==> src/rtl/mem_port_arbiter_if.sv <==
// ---------------------------------------------------------------------------
// mem_port_arbiter_if
// Bundles the fetch port, the data port and the memory-side port of the
// memory port arbiter.
//   fetch  : if_req, if_addr -> if_gnt, if_rvalid, if_rdata[31:0]
//   data   : d_req, d_we, d_addr, d_wdata -> d_gnt, d_rvalid, d_rdata[63:0]
//   memory : mem_en, mem_we, mem_addr, mem_wdata -> mem_rdata
//   status : busy
// Modports:
//   slave  : the arbiter itself
//   master : the environment (requesters and memory model)
// Handshake: a requester raises req with stable fields and holds them until
// the cycle its gnt is high; gnt is a one-cycle combinational pulse, and the
// request is accepted on the rising edge that ends that cycle. rvalid is a
// one-cycle pulse with rdata valid in the same cycle (rdata then holds).
// ---------------------------------------------------------------------------
interface mem_port_arbiter_if;
   logic        if_req;
   logic [63:0] if_addr;
   logic        if_gnt;
   logic        if_rvalid;
   logic [31:0] if_rdata;

   logic        d_req;
   logic        d_we;
   logic [63:0] d_addr;
   logic [63:0] d_wdata;
   logic        d_gnt;
   logic        d_rvalid;
   logic [63:0] d_rdata;

   logic        mem_en;
   logic        mem_we;
   logic [63:0] mem_addr;
   logic [63:0] mem_wdata;
   logic [63:0] mem_rdata;

   logic        busy;

   modport slave (
      input  if_req, if_addr, d_req, d_we, d_addr, d_wdata, mem_rdata,
      output if_gnt, if_rvalid, if_rdata, d_gnt, d_rvalid, d_rdata,
             mem_en, mem_we, mem_addr, mem_wdata, busy
   );

   modport master (
      output if_req, if_addr, d_req, d_we, d_addr, d_wdata, mem_rdata,
      input  if_gnt, if_rvalid, if_rdata, d_gnt, d_rvalid, d_rdata,
             mem_en, mem_we, mem_addr, mem_wdata, busy
   );
endinterface

==> src/rtl/mem_port_arbiter.sv <==
// ---------------------------------------------------------------------------
// mem_port_arbiter
// Shares one memory port between an instruction-fetch requester and a data
// requester. Exactly one access is outstanding at a time:
//   IDLE  -> grant (combinational), latch request, go ISSUE
//   ISSUE -> one cycle with mem_en=1; writes return to IDLE, reads go WAIT
//   WAIT  -> count down MEM_LAT, capture mem_rdata, pulse owner's rvalid
// Parameter MEM_LAT (1..15): memory read latency in cycles.
// Optional feature macro MEM_ARB_RR_EN: when defined, contested grants
// alternate between the ports; when undefined, data wins every contest.
// Ports:
//   clk       : rising-edge clock
//   reset_n   : asynchronous active-low reset
//   bus       : mem_port_arbiter_if.slave (fetch, data, memory, busy)
//   dbg_state : current FSM state (0 IDLE, 1 ISSUE, 2 WAIT)
// ---------------------------------------------------------------------------
module mem_port_arbiter #(
   parameter int unsigned MEM_LAT = 2
) (
   input  logic                clk,
   input  logic                reset_n,
   mem_port_arbiter_if.slave   bus,
   output logic [1:0]          dbg_state
);

   typedef enum logic [1:0] {
      IDLE  = 2'd0,
      ISSUE = 2'd1,
      WAIT  = 2'd2
   } state_t;

   state_t      state_q, state_d;
   logic [3:0]  cnt_q;
   logic        owner_data_q;   // 0 = fetch owns the access, 1 = data
   logic [63:0] rdata_q;
   logic        if_rvalid_q, d_rvalid_q;
   logic        mem_we_q;
   logic [63:0] mem_addr_q, mem_wdata_q;

   logic        gnt_if, gnt_d;
   logic        fetch_wins;     // fetch takes a contested IDLE cycle
   logic        last_cnt;
   logic        capture;

`ifdef MEM_ARB_RR_EN
   logic        fetch_first_q;

   // Points at the port that should win the next contest: flips to the
   // other port after every grant.
   always_ff @(posedge clk or negedge reset_n) begin
      if (!reset_n)   fetch_first_q <= 1'b0;
      else if (gnt_d) fetch_first_q <= 1'b1;
      else if (gnt_if) fetch_first_q <= 1'b0;
   end

   assign fetch_wins = fetch_first_q;
`else
   assign fetch_wins = 1'b0;
`endif

   // The counter is loaded with MEM_LAT on the grant edge and decrements from
   // ISSUE onward, so reaching 1 marks the edge where read data is sampled.
   assign last_cnt = (cnt_q == 4'd1);
   assign capture  = !mem_we_q && last_cnt && (state_q == ISSUE || state_q == WAIT);

   // State register
   always_ff @(posedge clk or negedge reset_n) begin
      if (!reset_n) state_q <= IDLE;
      else          state_q <= state_d;
   end

   // Next-state logic
   always_comb begin
      state_d = state_q;
      case (state_q)
         IDLE:    if (gnt_d || gnt_if) state_d = ISSUE;
         ISSUE:   if (mem_we_q || last_cnt) state_d = IDLE;
                  else                      state_d = WAIT;
         WAIT:    if (last_cnt) state_d = IDLE;
         default: state_d = IDLE;
      endcase
   end

   // FSM outputs. Grants are gated by reset_n so nothing is accepted while
   // reset is held, even though the state already reads IDLE.
   always_comb begin
      gnt_d  = 1'b0;
      gnt_if = 1'b0;
      if (reset_n && state_q == IDLE) begin
         if (bus.d_req && (!bus.if_req || !fetch_wins)) gnt_d  = 1'b1;
         else if (bus.if_req)                          gnt_if = 1'b1;
      end
   end

   assign bus.d_gnt  = gnt_d;
   assign bus.if_gnt = gnt_if;
   assign bus.mem_en = (state_q == ISSUE);
   assign bus.busy   = (state_q != IDLE);
   assign dbg_state  = state_q;

   // Request latch, latency counter and read-data capture
   always_ff @(posedge clk or negedge reset_n) begin
      if (!reset_n) begin
         cnt_q        <= 4'd0;
         owner_data_q <= 1'b0;
         rdata_q      <= 64'd0;
         if_rvalid_q  <= 1'b0;
         d_rvalid_q   <= 1'b0;
         mem_we_q     <= 1'b0;
         mem_addr_q   <= 64'd0;
         mem_wdata_q  <= 64'd0;
      end else begin
         if_rvalid_q <= capture && !owner_data_q;
         d_rvalid_q  <= capture &&  owner_data_q;
         if (capture) rdata_q <= bus.mem_rdata;

         if (gnt_d) begin
            mem_addr_q   <= bus.d_addr;
            mem_we_q     <= bus.d_we;
            mem_wdata_q  <= bus.d_wdata;
            owner_data_q <= 1'b1;
            cnt_q        <= 4'(MEM_LAT);
         end else if (gnt_if) begin
            // Fetches are always reads; write data is left as it was.
            mem_addr_q   <= bus.if_addr;
            mem_we_q     <= 1'b0;
            owner_data_q <= 1'b0;
            cnt_q        <= 4'(MEM_LAT);
         end else if (state_q != IDLE) begin
            cnt_q <= cnt_q - 4'd1;
         end
      end
   end

   assign bus.if_rvalid = if_rvalid_q;
   assign bus.d_rvalid  = d_rvalid_q;
   assign bus.if_rdata  = rdata_q[31:0];
   assign bus.d_rdata   = rdata_q;
   assign bus.mem_we    = mem_we_q;
   assign bus.mem_addr  = mem_addr_q;
   assign bus.mem_wdata = mem_wdata_q;

endmodule

==> src/flat_wrapper.sv <==
// flat-port wrapper written by rule: the top's interface ports become plain ports
module mem_port_arbiter_flat 
#(
   parameter int unsigned MEM_LAT = 2
)
  (clk, reset_n, dbg_state, bus_if_req, bus_if_addr, bus_d_req, bus_d_we, bus_d_addr, bus_d_wdata, bus_mem_rdata, bus_if_gnt, bus_if_rvalid, bus_if_rdata, bus_d_gnt, bus_d_rvalid, bus_d_rdata, bus_mem_en, bus_mem_we, bus_mem_addr, bus_mem_wdata, bus_busy);
  mem_port_arbiter_if bus_i ();
  input  logic clk;
  input  logic reset_n;
  output logic [1:0] dbg_state;
  input wire logic [$bits(bus_i.if_req)-1:0] bus_if_req;
  input wire logic [$bits(bus_i.if_addr)-1:0] bus_if_addr;
  input wire logic [$bits(bus_i.d_req)-1:0] bus_d_req;
  input wire logic [$bits(bus_i.d_we)-1:0] bus_d_we;
  input wire logic [$bits(bus_i.d_addr)-1:0] bus_d_addr;
  input wire logic [$bits(bus_i.d_wdata)-1:0] bus_d_wdata;
  input wire logic [$bits(bus_i.mem_rdata)-1:0] bus_mem_rdata;
  output wire logic [$bits(bus_i.if_gnt)-1:0] bus_if_gnt;
  output wire logic [$bits(bus_i.if_rvalid)-1:0] bus_if_rvalid;
  output wire logic [$bits(bus_i.if_rdata)-1:0] bus_if_rdata;
  output wire logic [$bits(bus_i.d_gnt)-1:0] bus_d_gnt;
  output wire logic [$bits(bus_i.d_rvalid)-1:0] bus_d_rvalid;
  output wire logic [$bits(bus_i.d_rdata)-1:0] bus_d_rdata;
  output wire logic [$bits(bus_i.mem_en)-1:0] bus_mem_en;
  output wire logic [$bits(bus_i.mem_we)-1:0] bus_mem_we;
  output wire logic [$bits(bus_i.mem_addr)-1:0] bus_mem_addr;
  output wire logic [$bits(bus_i.mem_wdata)-1:0] bus_mem_wdata;
  output wire logic [$bits(bus_i.busy)-1:0] bus_busy;
  assign bus_i.if_req = bus_if_req;
  assign bus_i.if_addr = bus_if_addr;
  assign bus_i.d_req = bus_d_req;
  assign bus_i.d_we = bus_d_we;
  assign bus_i.d_addr = bus_d_addr;
  assign bus_i.d_wdata = bus_d_wdata;
  assign bus_i.mem_rdata = bus_mem_rdata;
  assign bus_if_gnt = bus_i.if_gnt;
  assign bus_if_rvalid = bus_i.if_rvalid;
  assign bus_if_rdata = bus_i.if_rdata;
  assign bus_d_gnt = bus_i.d_gnt;
  assign bus_d_rvalid = bus_i.d_rvalid;
  assign bus_d_rdata = bus_i.d_rdata;
  assign bus_mem_en = bus_i.mem_en;
  assign bus_mem_we = bus_i.mem_we;
  assign bus_mem_addr = bus_i.mem_addr;
  assign bus_mem_wdata = bus_i.mem_wdata;
  assign bus_busy = bus_i.busy;
  mem_port_arbiter #(.MEM_LAT(MEM_LAT)) u_core (.clk(clk), .reset_n(reset_n), .bus(bus_i), .dbg_state(dbg_state));
endmodule
==> config.mk <==
export PLATFORM = sky130hd
export DESIGN_NAME = mem_port_arbiter_flat
export DESIGN_NICKNAME = d
export VERILOG_FILES = /design/src/rtl/mem_port_arbiter_if.sv /design/src/rtl/mem_port_arbiter.sv /design/src/flat_wrapper.sv
export SDC_FILE = /design/constraint.sdc
export NUM_CORES = 1
export LEC_CHECK = 0
export CELL_PAD_IN_SITES_DETAIL_PLACEMENT = 1
export CELL_PAD_IN_SITES_GLOBAL_PLACEMENT = 1
export CORE_AREA = 5 5 192 194
export CTS_CLUSTER_SIZE = 8
export DETAILED_ROUTE_END_ITERATION = 6
export DIE_AREA = 0 0 197 199
export PLACE_DENSITY_LB_ADDON = 0.2
export REMOVE_ABC_BUFFERS = 1
export SLEW_MARGIN = 10
export SYNTH_ARGS = -nofsm -noshare
export SYNTH_HDL_FRONTEND = slang
export SYNTH_SLANG_ARGS = --single-unit
==> constraint.sdc <==
create_clock -name clk -period 2.7 [get_ports clk]
set_input_delay 0.54 -clock clk [delete_from_list [all_inputs] [get_ports clk]]
set_output_delay 0.54 -clock clk [all_outputs]
set_load 0.05 [all_outputs]
[Word-level counts from Yosys, hierarchy flattened]
Index checks and enable logic that the tools add are counted.
Cells by class
  reduce and logical (&&, ||, !) cells: 15
  multiplexer cells: 17
  eq/ne operators: 5
  add/subtract/negate cells: 1
Operators with widths (number)
  two-way mux 64 bit: 2
  two-way mux 4 bit: 3
  two-way mux 1 bit: 8
  two-way mux 2 bit: 3
  case mux 2 bit (3 select lines): 1
  logical AND 1 bit: 5
  equality test 4 x 1 -> 1 bit, second input constant: 1
  inequality test 2 x 1 -> 1 bit, second input constant: 2
  nonzero test 2 bit: 2
  subtractor 4 x 1 -> 4 bit, second input constant: 1
  logical OR 1 bit: 3
  nonzero test 3 bit: 1
  equality test 2 x 1 -> 1 bit, second input constant: 1
  equality test 2 bit, second input constant: 1
  zero test 1 bit: 2
  zero test 2 bit: 1
  AND reduction 2 bit: 1
Word-level totals
  bits of input ports: 261
  output and inout port bits: 233
  word-level logic and storage cells: 47
  flip-flop bits (word level): 202

[Depth between registers and ports, before layout]
Gate-level depths: netlist of run 1.
  word-level depth: 6
  depth in mapped cells: 9
  gate-level depth less buffers: 6

[Worst setup path before layout of run 1]
OpenSTA, ideal clock, no wires.
  path kind: reg-to-output
  start: register u_core.state_q[1], in the netlist u_core.dbg_state[1]
  end: output port bus_if_gnt
  required time: 2.160 ns
  path buffers: 1
  cell stages (with the launch flop): 6
  slack: -0.290 ns
  data arrival time: 2.450 ns
  cells stage by stage: dfrtp_1 inv_1 ha_1 clkbuf_1 nand2_1 nor3b_1
On the way
  cells in the longest elaborated chain, start to end: 3
RTL lines
  from (decl): line mem_port_arbiter.sv:32  | state_t state_q, state_d;
  from (signal assigned): line mem_port_arbiter.sv:69  | else state_q <= state_d;
  zero test 2 bit: line mem_port_arbiter.sv:89  | if (reset_n && state_q == IDLE) begin
  logical AND 1 bit: line mem_port_arbiter.sv:89
  two-way mux 1 bit: line mem_port_arbiter.sv:89
  to (decl): line flat_wrapper.sv:18  | output wire logic [$bits(bus_i.if_gnt)-1:0] bus_if_gnt;
Every way passes these cells.

[Worst setup path in the final report of run 1]
  start: register u_core.state_q[1], in the netlist u_core.dbg_state[1]
  end: output port bus_d_gnt
On the way
  cells in the longest elaborated chain, start to end: 3
RTL lines
  zero test 2 bit: line mem_port_arbiter.sv:89
  logical AND 1 bit: line mem_port_arbiter.sv:89
  two-way mux 1 bit: line mem_port_arbiter.sv:89
  to (decl): line flat_wrapper.sv:21  | output wire logic [$bits(bus_i.d_gnt)-1:0] bus_d_gnt;
Every way passes these cells.

==> metrics.txt, run 1 <==
status finished clean; post-route design area 14700 um2; Least-Margin Pin Slew 838 ps; DIE AREA 39200 um2; Fin. Hold Viols 0; dpl hpwl 26700 um; final slew viol count 0; R2R Path End u_core.bus.d_rdata[45]; Post-route DRC 0; H-tree Lvls 1; clk_lat worst skew 540 ps; Worst Skew 19.2 ps; I/O pins 494; Root Driver clkbuf_16; routed wire length 36100 um; CP Launch Type flip-flop; Tmin final 2500 ps; Num CTS Buffers 29; CP Class flip-flop to primary output; internal reg-to-reg setup slack 390 ps; layout cells sized above 1 0.105; arrival time at the worst endpoint 1960 ps; most frequent cells after synthesis nand2_1, dfrtp_1, a21oi_1; Post-synth EDFFs 0; Clk pwr share 0.142; Worst-path clk slew 50 ps; endpoints failing setup 0; # Max-Cap Violations 0; starting DRC count in detailed routing 241; Final Non-Filler Cells 1705; switching share of power 0.497; worst path bufs/invs 4; Slew HR 0.442; IO Port Bufs 493; RSZ-0062 raised after global routing no; WL per Instance 21.2 um; Worst Reg-to-Reg Cells 6; Clock Tree Buf Depth 3; Synth area leader dfrtp_1; NetSw 11100 uW; post-synthesis sequential area ratio 0.593; HP Class input port to asynchronous set/reset pin; Post-Syn Area 8520 um2; Initial Util 0.243; vias 7571; r2r startpoint u_core.cnt_q[1]; PD cells 1520 nW/um2; DR pass1 iterations 4; CP max FO 13; Post-DP Area 13900 um2; synth warn 0; CTS Hold Bufs 0; Comb pwr share 0.606; Nets 1508; CP Capture Type primary output; CP max-delay cell dfrtp_1; Total Power 22200 uW; worst-path cell chain inv_1 > ha_1 > buf_4 > nand3_4 > inv_4 > buf_12; overall routing resource usage 0.176; ys flop type dfrtp_1; initial antenna violation count 1; CTS tree done; fmax 0.400 GHz; global-route wire length before repair 54000 um; Max IR drop VDD 0.925 mV; Async SR Flop Fraction 1.00; Synth area leaders dfrtp_1, nand2_1, mux2_4, a2bb2oi_1, a21oi_1; post-CTS setup buffer count 0; Period Utilization, post-route 0.925; post-synthesis cell type count 30; largest net degree at the start of global routing 130; P_int 11200 uW; filler cell count 3827; syn avg cell area 11.0 um2; CP peak stage delay 410 ps; sequential power share 0.251; RePlAce Congestion 0.794; GRT Residual Overflow 0; CP top delay family buffers and inverters; Routed Antenna Nets 0; Die H 199 um; Rows 69; clk sinks 202; area of the core 35100 um2; most common cell in the netlist nand2_1; post-synth top area share 0.593; Layout area overhead 72.0%; chip width 197 um; P_leak 0.00660 uW; cell count after placement 1671; vias per cell 4.44; cell count after synthesis 775; number of global-route vias before repair 8727; WP data required 2160 ps; #FFs+latches synth 202
==> timing repair <==
action                                  in CTS  in global routing
resized for setup                            0                  1
endpoints found under the setup margin       0                  1
hold endpoints to repair                     0                  0
==> flip-flops by register name (all words and copies together) (netlist names) <==
name,flops
u_core.bus.d_rdata,64
u_core.bus.d_rvalid,1
u_core.bus.if_rvalid,1
u_core.bus.mem_addr,64
u_core.bus.mem_wdata,64
u_core.bus.mem_we,1
u_core.cnt_q,4
u_core.dbg_state,2
u_core.owner_data_q,1
==> layout make-up <==
class	count	area, um2	share of cell area
antenna	1	2.50	0.000171
clock buffer	32	737	0.0503
clock inverter	1	5.00	0.000341
inverter	7	28.8	0.00196
multi-input combinational	484	2990	0.204
sequential	202	5050	0.345
tap	461	577	0.0394
timing repair buffer	517	5260	0.359
==> cell usage in the layout (no fill, tap or decap), types with 2 or more instances in the layout <==
cell / n
a21oi_1: 67
a2bb2oi_1: 64
buf_12: 12
buf_4: 16
clkbuf_1: 3
clkbuf_16: 29
clkdlybuf4s50_1: 488
dfrtp_1: 202
ha_1: 6
inv_1: 6
mux2_2: 27
mux2_4: 38
nand2_1: 257
nor2_1: 6
xnor2_1: 2
==> layer usage <==
| metal | vias to the layer above | GRT usage | share of wire |
|---|---|---|---|
| met5 | - | 0 | 0 |
| met4 | 0 | 0.0460 | 0.025 |
| met3 | 54 | 0.0706 | 0.10 |
| met2 | 346 | 0.302 | 0.48 |
| met1 | 3705 | 0.207 | 0.39 |
| li1 | 3466 | - | - |
==> worst reg2reg max path: cells and delay by family, from the launching register on <==
kind          cells  cell delay (ps)
fa+ha+maj         1              140
buf+inv           2              370
flops             1              380
mux               1              310
simple gates      2              980
==> how the worst max path moves through the flow <==
stage	startpoint	to	slack (ps)	cells after the start
3_3_place_gp	reset_n	u_core.bus.mem_addr[19]	300	6
3_5_place_dp	reset_n	u_core.bus.mem_addr[9]	340	6
2_1_floorplan	u_core.dbg_state[1]	bus_d_gnt	-4320	4
5_1_grt	u_core.dbg_state[1]	bus_d_gnt	50	6
6_report	u_core.dbg_state[1]	bus_d_gnt	200	6
4_1_cts	u_core.dbg_state[1]	bus_if_gnt	50	5
==> power by group through the flow <==
stage,clock [uW],combinational (uW),sequential [uW]
after floorplan,0,2470,11500
after CTS,3300,13700,5610
after global routing,3410,14100,5810
final,3170,13500,5590
after global placement,0,13500,5560
after detailed placement,0,13600,5590
==> through the flow <==
stage	utilization	TNS (ps)	hold WS, ps	worst slack [ps]
after floorplan	-	-548270	244	-4320
after global placement	0.397	0	413	302
after detailed placement	0.397	0	426	338
after CTS	0.418	0	155	52.1
after global routing	0.418	0	188	49.7
final	0.418	0	152	202
==> logic make-up after synthesis <==
kind of cell | count (synthesis) | share of synthesized area
AO/OA/AOI/OAI | 136 | 0.109
XOR/XNOR | 3 | 0.00308
adder cells (fa/ha/maj) | 6 | 0.00881
buffers and inverters | 89 | 0.0586
flip-flops | 202 | 0.593
multiplexers | 66 | 0.104
AND/OR/NAND/NOR | 273 | 0.123
No activity file was read; power rests on OpenSTA's default activity.
==> run 2, diff against run 1 <==
--- a/config.mk
+++ b/config.mk
@@ -7,12 +7,13 @@
 export LEC_CHECK = 0
 export CELL_PAD_IN_SITES_DETAIL_PLACEMENT = 1
 export CELL_PAD_IN_SITES_GLOBAL_PLACEMENT = 1
-export CORE_AREA = 5 5 192 194
+export CORE_AREA = 5 5 191 193
 export CTS_CLUSTER_SIZE = 8
 export DETAILED_ROUTE_END_ITERATION = 6
-export DIE_AREA = 0 0 197 199
+export DIE_AREA = 0 0 196 198
 export PLACE_DENSITY_LB_ADDON = 0.2
 export REMOVE_ABC_BUFFERS = 1
+export SETUP_SLACK_MARGIN = 0.3
 export SLEW_MARGIN = 10
 export SYNTH_ARGS = -nofsm -noshare
 export SYNTH_HDL_FRONTEND = slang
==> constraint.sdc (replaced) <==
create_clock -name clk -period 3.2 [get_ports clk]
set_input_delay 0.64 -clock clk [delete_from_list [all_inputs] [get_ports clk]]
set_output_delay 0.64 -clock clk [all_outputs]
set_load 0.05 [all_outputs]
==> run 2 against run 1 <==
- register-to-register slack gained 330 ps
- critical path type unchanged
- critical endpoint is now bus_mem_en
- sequential share of layout area increased by 0.29 points
- cell count shrank 1.2%
==> metrics.txt, run 2 (synthesized netlist as in run 1, its figures left out) <==
clk_lat worst skew 530 ps; # Max-Cap Violations 0; area of the core 34400 um2; endpoints failing setup 0; status finished clean; CP max FO 4; largest net degree at the start of global routing 139; post-layout util 0.423; vias 7518; Routed Antenna Nets 0; commonest non-fill, non-tap cell in the layout clkdlybuf4s50_1; Root Driver clkbuf_16; WP data required 2560 ps; Max IR drop VDD 0.846 mV; Final Non-Filler Cells 1684; Fin. Hold Viols 0; fmax 0.359 GHz; post-CTS setup buffer count 0; Total Power 18800 uW; R2R Path End u_core.bus.d_rdata[55]; Die H 198 um; Least-Margin Pin Slew 877 ps; Post-route DRC 0; Worst Reg-to-Reg Cells 6; Num CTS Buffers 29; PnR worst setup slack 412 ps; DR pass1 iterations 4; CTS Hold Bufs 0; WL per Instance 21.3 um; I/O pins 494; Worst Skew 16.0 ps; CTS tree done; r2r startpoint u_core.cnt_q[1]; DIE AREA 38800 um2; cell count after placement 1652; chip width 196 um; clk sinks 202; final slew viol count 0; PD cells 1290 nW/um2; number of global-route vias before repair 8679; GRT Residual Overflow 0; CP Capture Type primary output; Initial Util 0.248; Slew HR 0.415; Worst-path clk slew 50 ps; starting DRC count in detailed routing 222; CP Class flip-flop to primary output; vias per cell 4.46; Rows 68; global-route wire length before repair 53700 um; Layout area overhead 70.5%; internal reg-to-reg setup slack 720 ps; layout cells sized above 1 0.0944; worst slack, placed 560 ps; overall routing resource usage 0.178; Period Utilization, post-route 0.871; IO Port Bufs 493; arrival time at the worst endpoint 2150 ps; RePlAce Congestion 0.835; n_diodes 0; HP Class input port to asynchronous set/reset pin; RSZ-0062 raised after global routing no; Tmin final 2790 ps; dpl hpwl 26300 um; P_leak 0.00654 uW; initial antenna violation count 1; Nets 1495; commonest cells after routing, fill and taps aside clkdlybuf4s50_1, nand2_1, dfrtp_1, a21oi_1, a2bb2oi_1; H-tree Lvls 1; routed wire length 35900 um; CP Launch Type flip-flop; Clock Tree Buf Depth 3
==> run 2: routing by layer <==
layer / vias up / track usage / share of wire
met1: 3680 / 0.199 / 0.38
met3: 55 / 0.0783 / 0.11
met4: 2 / 0.0471 / 0.025
met2: 332 / 0.310 / 0.49
met5: - / 0 / 0.00036
li1: 3449 / - / -
==> run 2: timing repair <==
| item | CTS | global route |
|---|---|---|
| pin swaps | 0 | 0 |
| hold endpoints to repair | 0 | 0 |
| setup endpoints to repair | 2 | 1 |
| resized for setup | 3 | 1 |
==> run 2: critical path, stage by stage (launching register included) <==
cell             delay [ps]
dfrtp_1                 390
inv_1                   140
ha_1                    210
clkdlybuf4s50_1         870
==> run 2: cell type report <==
| class | instances | area [um2] |
|---|---|---|
| fillers | 3742 | 19800 |
| repair buffers | 504 | 5110 |
| flip-flops and latches | 202 | 5050 |
| multi-input cells | 484 | 3000 |
| clock buffers | 31 | 733 |
| well taps | 455 | 569 |
| clock inverters | 1 | 30.0 |
| inverters | 7 | 28.8 |
==> run 2: how the worst max path moves through the flow <==
stage | startpoint | end | cells after the start
2_1_floorplan | u_core.dbg_state[1] | bus_d_gnt | 4
3_3_place_gp | bus_d_req | u_core.bus.mem_addr[27] | 6
3_5_place_dp | bus_d_req | u_core.bus.mem_addr[20] | 6
4_1_cts | u_core.dbg_state[1] | bus_mem_en | 3
5_1_grt | u_core.dbg_state[0] | bus_if_gnt | 5
6_report | u_core.dbg_state[1] | bus_mem_en | 3
==> run 2: power breakdown <==
part	internal, uW	leakage (uW)	switching [uW]	total, uW
Clock	1660	0.000374	1080	2740
Combinational	3950	0.00379	7400	11400
Sequential	3850	0.00237	827	4680
Total	9460	0.00654	9310	18800
==> run 2: metrics by stage <==
stage          setup TNS [ps]  hold slack, ps  instance area, um2
2_1_floorplan         -480780             344                8050
3_3_place_gp                0             431               13800
3_5_place_dp                0             433               13800
4_1_cts                     0             324               14500
5_1_grt                     0             323               14500
6_report                    0             262               14500
==> run 3, diff against run 2 <==
--- a/config.mk
+++ b/config.mk
@@ -8,7 +8,7 @@
 export CELL_PAD_IN_SITES_DETAIL_PLACEMENT = 1
 export CELL_PAD_IN_SITES_GLOBAL_PLACEMENT = 1
 export CORE_AREA = 5 5 191 193
-export CTS_CLUSTER_SIZE = 8
+export CTS_CLUSTER_SIZE = 20
 export DETAILED_ROUTE_END_ITERATION = 6
 export DIE_AREA = 0 0 196 198
 export PLACE_DENSITY_LB_ADDON = 0.2
==> run 3 against run 2 <==
- combinational power about the same
- hold slack improved by 29 ps
- clock skew about the same
- critical path type unchanged
- register-to-register slack about the same
- global-route usage decreased by 0.19 points
- non-clock buffer count unchanged
- fmax increased by 0.88%
- setup slack improved by 24 ps
- critical path depth unchanged
==> metrics.txt, run 3 (synthesized netlist as in run 1, its figures left out) <==
worst-path cell chain inv_1 > ha_1 > clkdlybuf4s50_1; Root Driver clkbuf_16; H-tree Lvls 1; CTS tree done; switching share of power 0.497; cell count after placement 1652; Final Non-Filler Cells 1697; number of global-route vias before repair 8689; largest net degree at the start of global routing 139; Sequential Area 5050 um2; final slew viol count 0; commonest cells after routing, fill and taps aside clkdlybuf4s50_1, nand2_1, dfrtp_1, a21oi_1, a2bb2oi_1; vias 7487; chip width 196 um; initial antenna violation count 1; WL per Instance 21.0 um; Layout area overhead 71.0%; commonest non-fill, non-tap cell in the layout clkdlybuf4s50_1; status finished clean; routed wire length 35700 um; Clk pwr share 0.147; Fin. Hold Viols 0; Worst-path clk slew 60 ps; Clock Tree Buf Depth 3; CP top delay family buffers and inverters; vias per cell 4.41; Num CTS Buffers 25; Slew HR 0.404; PD cells 1290 nW/um2; Nets 1491; Tmin final 2760 ps; fmax 0.362 GHz; CP Class flip-flop to primary output; arrival time at the worst endpoint 2120 ps; GRT Residual Overflow 0; Rows 68; CTS Hold Bufs 0; Period Utilization, post-route 0.864; P_int 9440 uW; CP max FO 4; Post-route DRC 0; area of the core 34400 um2; Initial Util 0.248; overall routing resource usage 0.176; CP max-delay cell clkdlybuf4s50_1; Worst Skew 15.6 ps; layout cells sized above 1 0.102; RePlAce Congestion 0.835; RSZ-0062 raised after global routing no; n_diodes 0; IO Port Bufs 493; clk sinks 202; HP Class input port to asynchronous set/reset pin; starting DRC count in detailed routing 217; Max IR drop VDD 0.844 mV; global-route wire length before repair 53400 um; CP Capture Type primary output; sequential power share 0.249; P_leak 0.00657 uW; DIE AREA 38800 um2; clk_lat worst skew 520 ps; # Max-Cap Violations 0; endpoints failing setup 0; CP peak stage delay 860 ps; filler cell count 3735; DR pass1 iterations 4; Least-Margin Pin Slew 894 ps; multi-input logic area 3000 um2; CP Launch Type flip-flop; worst path bufs/invs 2; Total Power 18800 uW; dpl hpwl 26300 um; Comb pwr share 0.605; I/O pins 494; NetSw 9340 uW; WP data required 2560 ps; Die H 198 um; Routed Antenna Nets 0
run 3: power groups by stage:
stage               combinational (uW)  sequential (uW)  clock (uW)
finish                           11300             4670        2750
global route                     11800             4850        2960
CTS                              11500             4690        2860
detailed placement               11500             4680           0
global placement                 11400             4650           0
floorplan                         2080             9710           0
run 3: area by class of cell:
type / instances / share of cell area
repair buffers: 504 / 0.351
well taps: 455 / 0.0391
multi-input cells: 484 / 0.206
clock inverters: 7 / 0.00266
clock buffers: 38 / 0.0525
flip-flops and latches: 202 / 0.347
inverters: 7 / 0.00197
run 3: final timing paths:
kind                                      from                       end  slack (ps)  cells past startpoint
max in group asynchronous              reset_n  u_core.bus.mem_wdata[33]        2220                      2
min                                    reset_n   u_core.bus.mem_addr[17]         290                      2
max                        u_core.dbg_state[1]                bus_mem_en         440                      3
max reg2reg                    u_core.cnt_q[1]    u_core.bus.d_rdata[55]         730                      6
min reg2reg                u_core.owner_data_q      u_core.bus.if_rvalid         420                      1
min in group clk           u_core.owner_data_q      u_core.bus.if_rvalid         420                      1
run 3: repair_timing:
action                     4_1_cts  5_1_grt
gates resized for setup          3        1
buffers inserted                 0        0
setup endpoints to repair        2        1
pin swaps                        0        0
run 3: layer usage:
layer	share of wire	vias to the layer above	track usage	wire, um
met5	0.00036	-	0	13
met4	0.018	2	0.0380	655
met3	0.10	42	0.0733	3610
met2	0.50	320	0.312	17800
met1	0.38	3675	0.199	13700
li1	-	3448	-	-
run 3: stage by stage:
stage / setup slack (ps) / util / instance area (um2) / TNS (ps) / hold WS, ps
after CTS: 380 / 0.424 / 14600 / 0 / 336
final: 436 / 0.424 / 14600 / 0 / 291
after detailed placement: 560 / 0.400 / 13800 / 0 / 433
after global placement: 594 / 0.400 / 13800 / 0 / 431
after global routing: 323 / 0.424 / 14600 / 0 / 335
after floorplan: -3920 / - / 8050 / -480780 / 344
